### src/rtl/mux8_arb_pkg.sv
// Shared types and sizing helpers for the round-robin mux8 arbiter.
package mux8_arb_pkg;

    localparam int N  = 8;
    localparam int SW = $clog2(N);

    typedef enum logic {
        IDLE  = 1'b0,
        GRANT = 1'b1
    } state_e;

    // Width of a counter that must reach max_hold-1; never narrower than one bit.
    function automatic int cnt_width(input int max_hold);
        if (max_hold <= 2) begin
            return 1;
        end
        return $clog2(max_hold);
    endfunction

    function automatic logic [N-1:0] onehot(input logic [SW-1:0] idx);
        logic [N-1:0] one;
        one = {{(N-1){1'b0}}, 1'b1};
        return one << idx;
    endfunction

endpackage

### src/rtl/mux8.sv
// Existing 8:1 single-bit datapath mux.
module mux8 (
    input  logic [7:0] a,
    input  logic [2:0] s,
    output logic       y
);

    always_comb begin
        y = a[s];
    end

endmodule

### src/rtl/mux8_rr_arbiter_rr_pick.sv
// Combinational round-robin picker: first set request scanning upward from last+1, wrapping.
module rr_pick
    import mux8_arb_pkg::*;
(
    input  logic [N-1:0]  req,
    input  logic [SW-1:0] last,
    output logic          found,
    output logic [SW-1:0] idx
);

    logic [SW-1:0] cand;

    always_comb begin
        found = 1'b0;
        idx   = '0;
        cand  = '0;
        // Offset N wraps back onto last itself, so the previous owner is checked last.
        for (int k = 1; k <= N; k++) begin
            cand = last + SW'(k);
            if (!found && req[cand]) begin
                found = 1'b1;
                idx   = cand;
            end
        end
    end

endmodule

### src/rtl/mux8_rr_arbiter.sv
// Round-robin arbiter owning the select of one mux8 channel shared by 8 requesters.
//   state | meaning
//   IDLE  | no grant active, gnt=0, valid=0, s holds its last value
//   GRANT | source s owns the mux, gnt one-hot, valid=1, cnt counts held cycles
module mux8_rr_arbiter
    import mux8_arb_pkg::*;
#(
    parameter int MAX_HOLD = 4
) (
    input  logic          clk,
    input  logic          rst,
    input  logic [N-1:0]  req,
    input  logic [N-1:0]  a,
    input  logic          done,
    output logic [N-1:0]  gnt,
    output logic [SW-1:0] s,
    output logic          y,
    output logic          valid
);

    localparam int            CW       = cnt_width(MAX_HOLD);
    localparam logic [CW-1:0] CNT_LAST = CW'(MAX_HOLD - 1);

    state_e        state_q, state_d;
    logic [N-1:0]  gnt_q, gnt_d;
    logic [SW-1:0] s_q, s_d;
    logic [SW-1:0] last_q, last_d;
    logic [CW-1:0] cnt_q, cnt_d;

    logic [SW-1:0] pick_last;
    logic          pick_found;
    logic [SW-1:0] pick_idx;
    logic          release_c;
    logic          y_raw;

    // On release the new last is the outgoing s, so the picker looks past s directly.
    always_comb begin
        pick_last = (state_q == GRANT) ? s_q : last_q;
    end

    rr_pick u_pick (
        .req   (req),
        .last  (pick_last),
        .found (pick_found),
        .idx   (pick_idx)
    );

    mux8 u_mux (
        .a (a),
        .s (s_q),
        .y (y_raw)
    );

    always_comb begin
        state_d   = state_q;
        gnt_d     = gnt_q;
        s_d       = s_q;
        last_d    = last_q;
        cnt_d     = cnt_q;
        release_c = 1'b0;
        case (state_q)
            IDLE: begin
                if (pick_found) begin
                    state_d = GRANT;
                    s_d     = pick_idx;
                    gnt_d   = onehot(pick_idx);
                    cnt_d   = '0;
                end
            end
            GRANT: begin
                release_c = !req[s_q] || done || (cnt_q == CNT_LAST);
                if (!release_c) begin
                    cnt_d = cnt_q + 1'b1;
                end else begin
                    last_d = s_q;
                    cnt_d  = '0;
                    if (pick_found) begin
                        s_d   = pick_idx;
                        gnt_d = onehot(pick_idx);
                    end else begin
                        state_d = IDLE;
                        gnt_d   = '0;
                    end
                end
            end
            default: begin
                state_d = IDLE;
                gnt_d   = '0;
                cnt_d   = '0;
            end
        endcase
    end

    always_ff @(posedge clk) begin
        if (rst) begin
            state_q <= IDLE;
            gnt_q   <= '0;
            s_q     <= '0;
            last_q  <= SW'(N - 1);
            cnt_q   <= '0;
        end else begin
            state_q <= state_d;
            gnt_q   <= gnt_d;
            s_q     <= s_d;
            last_q  <= last_d;
            cnt_q   <= cnt_d;
        end
    end

    always_comb begin
        gnt   = gnt_q;
        s     = s_q;
        valid = (state_q == GRANT);
        y     = valid & y_raw;
    end

endmodule

### config.mk
export PLATFORM = sky130hd
export DESIGN_NAME = mux8_rr_arbiter
export DESIGN_NICKNAME = d
export VERILOG_FILES = /design/src/rtl/mux8_arb_pkg.sv /design/src/rtl/mux8.sv /design/src/rtl/mux8_rr_arbiter_rr_pick.sv /design/src/rtl/mux8_rr_arbiter.sv
export SDC_FILE = /design/constraint.sdc
export NUM_CORES = 1
export LEC_CHECK = 0
export CAP_MARGIN = 25
export CORE_MARGIN = 3
export CORE_UTILIZATION = 49
export CTS_CLUSTER_DIAMETER = 120
export DETAILED_ROUTE_END_ITERATION = 8
export PLACE_DENSITY = 0.81
export SLEW_MARGIN = 20
export SYNTH_ARGS = -nofsm -noshare
export SYNTH_HDL_FRONTEND = slang
export SYNTH_SLANG_ARGS = --single-unit
### constraint.sdc
create_clock -name clk -period 4.49 [get_ports clk]
set_clock_uncertainty 0.1 [all_clocks]
set_input_delay 1.347 -clock clk [delete_from_list [all_inputs] [get_ports clk]]
set_output_delay 1.347 -clock clk [all_outputs]
set_load 0.005 [all_outputs]
[After elaboration in Yosys (flattened, before gate mapping)]
Cells that the tools add are included.
Word-level totals
  logic and storage cells: 97
  input port bits: 19
  register bits: 17
Operators by class
  magnitude comparators: 9
  shift-type cells: 1
  reductions and logical operators: 19
  bitwise gates (word level): 2
  equality and inequality tests: 3
  mux-type cells: 50
  $add $sub $neg: 8
Operators by type and width (count)
  3-bit by 4-bit < comparator with 1-bit output, second input constant: 9
  3-bit two-way mux: 11
  1-bit binary-select mux with 3-bit select: 10
  8-bit two-way mux: 3
  1-bit two-way mux: 20
  8-bit one-hot mux with 2 select lines: 1
  3-bit adder, second input constant: 4
  1-bit logical NOT: 8
  1-bit by 3-bit left shift with 8-bit output, first input constant: 1
  1-bit logical AND: 7
  3-bit by 2-bit adder with 3-bit output, second input constant: 2
  3-bit one-hot mux with 2 select lines: 1
  2-bit two-way mux: 2
  2-bit one-hot mux with 2 select lines: 1
  2-bit AND reduction: 2
  3-bit by 1-bit adder with 3-bit output, second input constant: 1
  2-bit by 1-bit adder with 2-bit output, second input constant: 1
  2-bit equality test, second input constant: 1
  1-bit logical OR: 2
  2-bit by 1-bit != test with 1-bit output, second input constant: 1
  2-bit != test, second input constant: 1
  1-bit one-hot mux with 2 select lines: 1
  1-bit AND: 1
  1-bit NOT: 1

[Depth between registers and ports, before layout]
Gate-level depths: netlist (run 1).
  word-level depth: 30
  depth in mapped cells: 13
  depth with buffers taken out: 10

[Cells and area by module]
From an unflattened synthesis (run 1), not the netlist that was laid out.
Unflattened totals
  cell total of the unflattened synthesis: 193
  area total of the unflattened synthesis: 1717.9 um2
Modules (own cells, without submodules)
  mux8_rr_arbiter: cells each 97, area an instance 868.3 um2, sequential area each 340.3 um2, instances 1
  rr_pick: cells each 93, area an instance 785.8 um2, sequential area each 0.0 um2, instances 1
  mux8: cells each 3, area an instance 63.8 um2, sequential area each 0.0 um2, instances 1

[Worst setup path after synthesis (run 1)]
No wires, ideal clock.
  path kind: input-to-reg
  start: input port req[5]
  end: register gnt_q[6] (netlist: gnt[6])
  data arrival time: 3.223 ns
  setup time: 0.117 ns
  buffers on the path: 0
  slack: 1.049 ns
  stages on the path: 7
  cell sequence: mux4_2 mux2i_4 nand3_4 or3_1 o31a_1 or2_4 a32o_2
Between the ends
  longest elaborated chain between the ends: 28
  elaborated cells between the ends (all ways): 59
  those cells by class: 2 x eq/ne; 1 x shift; 38 x mux; 18 x reduce/logical
Ends and longest elaborated chain
  start, declared: RTL line mux8_rr_arbiter.sv:12  | input logic [N-1:0] req,
  1-bit binary-select mux with 3-bit select: RTL line mux8_rr_arbiter_rr_pick.sv:20  | if (!found && req[cand]) begin
  1-bit two-way mux (not written as such): RTL line mux8_rr_arbiter_rr_pick.sv:20
  1-bit two-way mux: RTL line mux8_rr_arbiter_rr_pick.sv:20
  1-bit logical NOT: RTL line mux8_rr_arbiter_rr_pick.sv:20
  1-bit logical AND: RTL line mux8_rr_arbiter_rr_pick.sv:20
  1-bit two-way mux: RTL line mux8_rr_arbiter_rr_pick.sv:20
  1-bit logical NOT: RTL line mux8_rr_arbiter_rr_pick.sv:20
  1-bit logical AND: RTL line mux8_rr_arbiter_rr_pick.sv:20
  [... 12 more ...]
  1-bit two-way mux: RTL line mux8_rr_arbiter_rr_pick.sv:20
  1-bit logical NOT: RTL line mux8_rr_arbiter_rr_pick.sv:20
  1-bit logical AND: RTL line mux8_rr_arbiter_rr_pick.sv:20
  3-bit two-way mux: RTL line mux8_rr_arbiter_rr_pick.sv:20
  1-bit by 3-bit left shift with 8-bit output: RTL line mux8_arb_pkg.sv:23  | return one << idx;
  8-bit two-way mux: RTL line mux8_rr_arbiter.sv:77  | if (pick_found) begin
  8-bit two-way mux: RTL line mux8_rr_arbiter.sv:72  | if (!release_c) begin
  8-bit one-hot mux with 2 select lines: RTL line mux8_rr_arbiter.sv:61  | case (state_q)
  end signal, assigned: RTL line mux8_rr_arbiter.sv:103  | gnt_q <= gnt_d;
  end, declared: RTL line mux8_rr_arbiter.sv:25  | logic [N-1:0] gnt_q, gnt_d;
Parallel ways exist; a longest one is shown, timed or not. The select of a mux whose other input is x is not followed.
A chain may end at the register's enable or synchronous reset.

[Final worst setup path (run 1)]
  start: input port a[6]
  end: output port y
Between the ends
  longest elaborated chain between the ends: 3
Ends and longest elaborated chain
  start, declared: RTL line mux8_rr_arbiter.sv:13  | input logic [N-1:0] a,
  1-bit binary-select mux with 3-bit select: RTL line mux8.sv:9  | y = a[s];
  1-bit two-way mux (not written as such): RTL line mux8.sv:9
  1-bit AND: RTL line mux8_rr_arbiter.sv:114  | y = valid & y_raw;
  end, declared: RTL line mux8_rr_arbiter.sv:17  | output logic y,
Every way passes these cells. The select of a mux whose other input is x is not followed.

==> run_results.csv, run 1 <==
group,metric,value,unit
power,p_int,0.835,mW
global_route,use_met1,33.1,%
final_layout,seqCellArea,340,µm²
setup_path,crit_cells,5,
setup_path,timing.critical_path.fanout_max,1,
setup_path,r2r_setup_slack,0.55,ns
final_layout,antenna_cells,0,
clock_network,path_clk_slew,0.06,ns
global_route,grtUsageTotal,22.3,%
power,p_leak,0.842,nW
final_layout,nets,256,
timing,layout_setup_ws,0.241,ns
global_route,antenna_found_initial,0,
power,switching_share,47.6,%
clock_network,worstSkewPairLatency,0.25,ns
route,ant_nets,0,
yosys,ys_types,61,
global_route,grt_pass1_wl,8010,µm
placed_design,dp_hpwl,3680,µm
timing,relSlewSlack,63.2,%
die,io_pins,32,
clock_network,cts.path.max_buffers,2,
route,via_per_inst,6.37,
route,drt_iter0_drc,163,
die,die-area,4660,µm²
timing,fin_hold_ws,0.366,ns
clock_network,cts_resized,0,
global_route,grt_pass1_vias,1657,
setup_path,criticalPathCategory,"in -> out",
die,rows,22,
timing,tightest_slew,0.550,ns
setup_path,crit_family,"buffers and inverters",
min_path,hold_depth,1,
timing,hold_viol,0,
setup_path,worstPathArrival,2.80,ns
die,core_area,3690,µm²
timing,setup-tns-final,0,ns
status,status,"finished clean",
setup_path,crit_buf_inv,2,
setup_path,crit_chain,"clkdlybuf4s50_1 -> mux4_2 -> nand2_1 -> a21oi_1 -> clkdlybuf4s50_1",
yosys,syn_nets,222,
final_layout,area_growth_syn_to_layout,21.1,%
job,max-cap-violations,0,
clock_network,cts_root_buf,"clkbuf_8",
setup_path,cp.required,3.04,ns
global_route,grt_max_degree,17,
clock_network,postCtsSetupBuffers,0,
clock_network,cts_buffers,3,
power,cellPowerDensity,692,nW/µm²
timing,fin_crit,4.25,ns
clock_network,cts_tree,"built",
route,drcViolationCount,0,
timing,fmaxAchievable,235,MHz
route,wl_per_cell,16.9,µm
die,die_width,68.3,µm
timing,maxSlewViolCount,0,
setup_path,timing.reg2reg.worst_path_depth,10,
yosys,ys_async_sr_fraction,0,%
global_route,grt.overflow.total,0,
setup_path,start_kind,"input pin",
die,initial_utilization,51.6,%
yosys,synth_ff_type,"dfxtp_1",
global_route,met2_usage,34.2,%
power,power,1.59,mW
timing,finalSetupViolations,0,
setup_path,slowest_delay,0.46,ns
route,dr.pass1.iters,4,
final_layout,drive_above_1_share,23.2,%
yosys,synth_area_per_cell,9.51,µm²
placed_design,io_buffers,31,
yosys,ys.warnings.count,0,
power,share_clk_of_total_power,7.2,%
clock_network,cts.sinks,17,
setup_path,critPathSlowestCell,"mux4_2",
timing,rsz0062_at_grt,"false",
power,comb_power_share,77.9,%
placed_design,dp_slack,0.240,ns
yosys,syn_area,1900,µm²
yosys,ys_seq_area_share,17.9,%
power,power.switching,0.759,mW
power,seq_power_share,15.0,%
clock_network,hold_buffers,0,
yosys,syn_inst,200,
yosys,synth_edf_count,0,
placed_design,place_congestion,0.986,
setup_path,cp-end-kind,"output pin",
power,max-vdd-ir-drop,0.000382,V
min_path,hold_class,"reg -> reg",
final_layout,multi_input_area,1480,µm²
route,finalWirelength,4750,µm
final_layout,fillCellCount,325,
route,vias,1791,
yosys,synth-seq-cells,17,
global_route,grtUsageMet3,3.78,%
clock_network,htreeDepth,1,
setup_path,cp_common_cell,"clkdlybuf4s50_1",
global_route,top_usage_layer,"met2",
timing,fin_crit_sh,94.6,%
die,die_h,68.3,µm
layer usage:
metal / up-vias / wire length [µm]
met3: 2 / 352
met2: 78 / 2200
met5: - / 0
met4: 0 / 18
li1: 863 / -
met1: 848 / 2180
worst register-to-register path: stages (launching register included):
cell     delay [ns]
dfxtp_1        0.54
mux2i_4        0.54
ha_1           0.47
mux2i_1        0.43
mux2i_4        0.15
mux2i_2        0.33
o21ai_1        0.24
nor4_1         0.31
o32ai_1        0.23
nor3b_2        0.23
a32o_2         0.26
Yosys cell counts (3+ instances only):
cell type / number / area [µm²]
a211oi_1: 3 / 22.5
a21oi_1: 5 / 25.0
a22oi_1: 3 / 22.5
a32o_1: 5 / 50.1
a32o_2: 3 / 33.8
buf_6: 3 / 33.8
clkbuf_1: 3 / 11.3
dfxtp_1: 17 / 340
ha_1: 3 / 37.5
inv_1: 7 / 26.3
mux2_2: 9 / 101
mux2i_1: 9 / 90.1
mux2i_4: 7 / 158
mux4_2: 7 / 158
nand2_1: 15 / 56.3
nand2b_1: 3 / 18.8
nor2_1: 20 / 75.1
nor3_1: 9 / 45.0
o21ai_0: 7 / 35.0
o221ai_1: 3 / 26.3
o22ai_1: 8 / 50.1
o32a_1: 3 / 30.0
power groups by stage:
stage | Combinational, mW | Clock [mW] | Sequential (mW)
after floorplan | 0.954 | 0 | 0.229
after global placement | 1.22 | 0 | 0.242
after detailed placement | 1.22 | 0 | 0.241
after CTS | 1.22 | 0.117 | 0.238
after global routing | 1.35 | 0.124 | 0.246
final | 1.24 | 0.114 | 0.239
registers in the layout, summed over array words and instances (netlist names):
register / cells
cnt_q: 2
gnt: 8
last_q: 3
s: 3
valid: 1
logic make-up after synthesis:
logic type	Yosys count	share of synthesized area (%)
flip-flops	17	17.9
multiplexers	35	28.9
AO/OA/AOI/OAI	61	25.4
adder cells (fa/ha/maj)	3	1.97
AND/OR/NAND/NOR	67	19.1
buffers and inverters	15	4.47
XOR/XNOR	2	2.30
worst paths after layout:
kind / start / end
worst max register to register: valid / gnt[2]
worst min-delay path: gnt[1] / gnt[1]
worst max-delay path: a[6] / y
worst min register to register: gnt[1] / gnt[1]
metrics by stage:
stage          instance area, µm²  instances  utilization, %
3_5_place_dp                 2260        277            61.2
6_report                     2300        281            62.4
3_3_place_gp                 2260        277            61.2
2_1_floorplan                1900        200               -
5_1_grt                      2300        281            62.4
4_1_cts                      2300        281            62.4
layout make-up:
class	instances	area share (%)
clock buffer	4	1.96
inverter	8	1.41
multi-input combinational	168	64.1
sequential	17	14.8
tap	48	2.61
timing repair buffer	36	15.1
cells in the final DEF, fill, tap and decap left out, types with 8 or more instances in the layout:
| master | n |
|---|---|
| clkdlybuf4s50_1 | 31 |
| dfxtp_1 | 17 |
| mux2_2 | 9 |
| mux2i_1 | 9 |
| nand2_1 | 15 |
| nor2_1 | 20 |
| nor3_1 | 9 |
| o22ai_1 | 8 |
Power figures use the tool's default switching activity.
==> inputs of run 2 (changes only) <==
clock period = 5 ns   (was 4.49 ns; I/O delays follow)
==> run 2 against run 1 <==
Effect of this change: critical path depth stayed put; sequential share of layout area is 0.25 points higher; non-clock buffer count is 5 lower; sequential cell count stayed put; worst hold slack better by 0.0048 ns; setup slack better by 0.20 ns; register-to-register slack better by 0.26 ns; first-iteration DRC count is 4.3% lower; via count is 1.8% lower; utilization is 1.0 points lower; largest power group unchanged; die area stayed put; largest cell class unchanged; combinational power is 11% lower.
==> run_results.csv, run 2 (synthesis results as in run 1) <==
group,metric,value,unit
clock_network,cts_buffers,3,
final_layout,largest_reg_flops,8,
final_layout,drive_above_1_share,21.5,%
final_layout,utilization,61.4,%
setup_path,criticalPathCategory,"in -> out",
setup_path,cp_common_cell,"clkdlybuf4s50_1",
status,status,"finished clean",
power,share_clk_of_total_power,6.9,%
global_route,grt.overflow.total,0,
timing,tightest_slew,0.570,ns
power,p_int,0.740,mW
clock_network,cts.path.max_buffers,2,
global_route,grt_max_degree,17,
final_layout,antenna_cells,0,
timing,relSlewSlack,61.5,%
setup_path,worstPathArrival,2.96,ns
power,power.switching,0.681,mW
global_route,antenna_found_initial,0,
die,die_h,68.3,µm
die,die_width,68.3,µm
final_layout,final_cell_mix,"clkdlybuf4s50_1, nor2_1, dfxtp_1, nand2_1",
die,die-area,4660,µm²
setup_path,crit_buf_inv,2,
job,max-cap-violations,0,
die,io_pins,32,
setup_path,start_kind,"input pin",
setup_path,crit_chain,"clkdlybuf4s50_1 -> mux4_2 -> nand2_1 -> a21oi_1 -> clkdlybuf4s50_1",
power,comb_power_share,77.2,%
route,via_per_inst,6.37,
setup_path,crit_family,"buffers and inverters",
final_layout,nets,251,
route,wl_per_cell,17.1,µm
power,p_leak,0.817,nW
route,drt_iter0_drc,156,
power,max-vdd-ir-drop,0.000500,V
setup_path,slowest_delay,0.47,ns
min_path,hold_class,"reg -> reg",
setup_path,cp-end-kind,"output pin",
route,ant_nets,0,
clock_network,cts.sinks,17,
setup_path,cp.required,3.40,ns
timing,maxSlewViolCount,0,
timing,fin_crit_sh,91.1,%
clock_network,htreeDepth,1,
clock_network,cts_root_buf,"clkbuf_8",
power,cellPowerDensity,627,nW/µm²
timing,fin_crit,4.56,ns
placed_design,place_congestion,0.973,
timing,rsz0062_at_grt,"false",
final_layout,final_common_cell,"clkdlybuf4s50_1",
global_route,grt_pass1_vias,1628,
die,rows,22,
timing,hold_viol,0,
clock_network,cts_tree,"built",
power,switching_share,47.9,%
setup_path,critPathSlowestCell,"mux4_2",
placed_design,io_buffers,31,
route,finalWirelength,4720,µm
power,seq_power_share,15.9,%
route,vias,1758,
clock_network,cts_resized,0,
clock_network,worstSkewPairLatency,0.25,ns
timing,setup-tns-final,0,ns
final_layout,area_growth_syn_to_layout,19.1,%
timing,finalSetupViolations,0,
route,drcViolationCount,0,
clock_network,postCtsSetupBuffers,0,
global_route,grtUsageTotal,21.8,%
clock_network,hold_buffers,0,
setup_path,timing.critical_path.fanout_max,1,
die,initial_utilization,51.6,%
route,dr.pass1.iters,4,
timing,fmaxAchievable,219,MHz
global_route,grt_pass1_wl,7810,µm
die,core_area,3690,µm²
clock_network,path_clk_slew,0.06,ns
placed_design,dp_hpwl,3650,µm
-- run 2: layer usage --
metal | wire, µm | track usage (%) | share of wire, %
met1 | 2260 | 31.7 | 48
met5 | 0 | 0 | 0
met2 | 2180 | 33.7 | 46
met3 | 253 | 4.11 | 5.4
met4 | 23 | 3.72 | 0.49
-- run 2: power groups by stage --
stage	Clock (mW)	Combinational, mW	Sequential [mW]
detailed placement	0	1.08	0.231
floorplan	0	0.857	0.206
global placement	0	1.07	0.228
global route	0.109	1.19	0.234
finish	0.0985	1.10	0.226
CTS	0.102	1.08	0.228
-- run 2: cell type report --
| class | instances | area [µm²] |
|---|---|---|
| Timing Repair Buffer | 31 | 310 |
| Multi-Input combinational cell | 168 | 1480 |
| Tap cell | 48 | 60.1 |
| Inverter | 8 | 32.5 |
| Fill cell | 338 | 1420 |
| Sequential cell | 17 | 340 |
| Clock buffer | 4 | 45.0 |
-- run 2: path summary, 6_finish.rpt --
path	from	to	slack [ns]	depth (start not counted)
min reg2reg	gnt[6]	gnt[6]	0.37	1
max reg2reg	valid	gnt[2]	0.81	10
min	gnt[6]	gnt[6]	0.37	1
max	a[3]	y	0.44	5
-- run 2: through the flow --
stage	hold WS [ns]	setup WS (ns)	std cells	instance area [µm²]	total power, mW
floorplan	0.366	1.32	200	1900	1.06
global placement	0.358	0.479	272	2220	1.30
detailed placement	0.358	0.429	272	2220	1.31
CTS	0.379	0.428	276	2260	1.41
global route	0.402	0.370	276	2260	1.54
finish	0.371	0.444	276	2260	1.42
==> inputs of run 3 (changes only) <==
CORE_UTILIZATION = 55   (was 49)
PLACE_DENSITY = 0.82   (was 0.81)
==> run 3 against run 2 <==
Effect of this change: via count up 3.9%; die area is 10% lower; final area decreased by 0.99%; global-route usage increased by 4.4 points.
==> run_results.csv, run 3 (synthesis results as in run 1) <==
group,metric,value,unit
timing,finalSetupViolations,0,
clock_network,path_clk_slew,0.09,ns
power,share_clk_of_total_power,5.1,%
global_route,grt_pass1_wl,8780,µm
route,vias,1826,
timing,relSlewSlack,60.9,%
setup_path,critPathSlowestCell,"mux4_2",
setup_path,criticalPathCategory,"in -> out",
clock_network,cts_tree,"built",
die,core_area,3180,µm²
route,drcViolationCount,0,
die,die_width,64.8,µm
final_layout,nets,251,
placed_design,place_congestion,0.929,
placed_design,dp_hpwl,3970,µm
setup_path,cp_common_cell,"clkdlybuf4s50_1",
global_route,grt_max_degree,17,
clock_network,hold_buffers,0,
setup_path,worstPathArrival,2.98,ns
power,cellPowerDensity,627,nW/µm²
final_layout,antenna_cells,0,
global_route,grt.overflow.total,0,
final_layout,final_cell_mix,"clkdlybuf4s50_1, nor2_1, dfxtp_1, nand2_1",
setup_path,slowest_delay,0.48,ns
power,p_int,0.713,mW
timing,tightest_slew,0.579,ns
setup_path,start_kind,"input pin",
route,drt_iter0_drc,148,
job,max-cap-violations,0,
global_route,grtUsageTotal,26.2,%
placed_design,dp_slack,0.424,ns
timing,rsz0062_at_grt,"false",
status,status,"finished clean",
final_layout,multi_input_area,1480,µm²
power,max-vdd-ir-drop,0.000397,V
clock_network,cts_root_buf,"clkbuf_4",
power,p_leak,0.812,nW
die,initial_utilization,59.8,%
final_layout,seqCellArea,340,µm²
timing,maxSlewViolCount,0,
min_path,hold_class,"reg -> reg",
route,via_per_inst,6.71,
route,ant_nets,0,
final_layout,drive_above_1_share,21.9,%
setup_path,cp.required,3.40,ns
timing,fin_crit_sh,91.5,%
power,power.switching,0.692,mW
timing,fmaxAchievable,219,MHz
timing,hold_viol,0,
route,dr.pass1.iters,4,
setup_path,cp-end-kind,"output pin",
final_layout,area_growth_syn_to_layout,17.9,%
timing,fin_crit,4.58,ns
final_layout,largest_reg_flops,8,
global_route,grt_pass1_vias,1798,
setup_path,timing.critical_path.fanout_max,1,
route,wl_per_cell,18.5,µm
die,io_pins,32,
power,switching_share,49.3,%
clock_network,cts_resized,0,
clock_network,cts_buffers,3,
power,comb_power_share,78.9,%
clock_network,postCtsSetupBuffers,0,
final_layout,fillCellCount,266,
timing,layout_setup_ws,0.425,ns
route,finalWirelength,5040,µm
placed_design,io_buffers,31,
die,die_h,64.8,µm
clock_network,worstSkewPairLatency,0.29,ns
final_layout,final_common_cell,"clkdlybuf4s50_1",
setup_path,crit_chain,"clkdlybuf4s50_1 -> mux4_2 -> nand2_1 -> a21oi_1 -> clkdlybuf4s50_1",
die,die-area,4200,µm²
power,seq_power_share,16.0,%
timing,fin_hold_ws,0.380,ns
clock_network,cts.sinks,17,
timing,setup-tns-final,0,ns
die,rows,20,
clock_network,cts.path.max_buffers,2,
clock_network,htreeDepth,1,
global_route,antenna_found_initial,0,
run 3: cell count changes in the layout (fill, tap and decap cells not counted):
cell,change
clkbuf_4,+3
clkbuf_8,-3
clkbuf_1,-1
clkinv_2,+1
run 3: layout make-up:
cell class / count / share of cell area [%]
Clock buffer: 3 / 1.00
Clock inverter: 1 / 0.223
Inverter: 8 / 1.45
Multi-Input combinational cell: 168 / 65.8
Sequential cell: 17 / 15.2
Tap cell: 44 / 2.46
Timing Repair Buffer: 31 / 13.8
run 3: power by group through the flow:
stage | Combinational [mW] | Sequential [mW] | Clock [mW]
final | 1.11 | 0.224 | 0.0719
after global routing | 1.20 | 0.232 | 0.0805
after CTS | 1.09 | 0.225 | 0.0746
after detailed placement | 1.09 | 0.228 | 0
after global placement | 1.06 | 0.225 | 0
after floorplan | 0.857 | 0.206 | 0
run 3: routing by layer:
metal  track usage, %  routed length, µm  up-vias
met5                0                  0        -
met4             7.65                 91        0
met3             5.03                430       12
met2             42.9               2420       96
met1             34.8               2100      866
li1                 -                  -      852
run 3: worst paths after layout:
kind / start / end / slack [ns] / cells past startpoint
max: a[3] / y / 0.42 / 5
min: gnt[0] / gnt[0] / 0.38 / 1
max reg2reg: valid / gnt[7] / 0.97 / 10
min reg2reg: gnt[0] / gnt[0] / 0.38 / 1
run 3: worst max-delay path: cells and delay by family:
family	cells	cell delay (ns)
multiplexers	1	0.48
AND/OR/NAND/NOR	1	0.08
buffers and inverters	2	0.86
AO/OA/AOI/OAI	1	0.06
run 3: stage by stage:
stage	power [mW]	area (µm²)	instances	utilization, %
2_1_floorplan	1.06	1900	200	-
3_3_place_gp	1.29	2210	268	69.7
6_report	1.41	2240	272	70.6
3_5_place_dp	1.32	2210	268	69.7
5_1_grt	1.51	2240	272	70.6
4_1_cts	1.39	2240	272	70.6
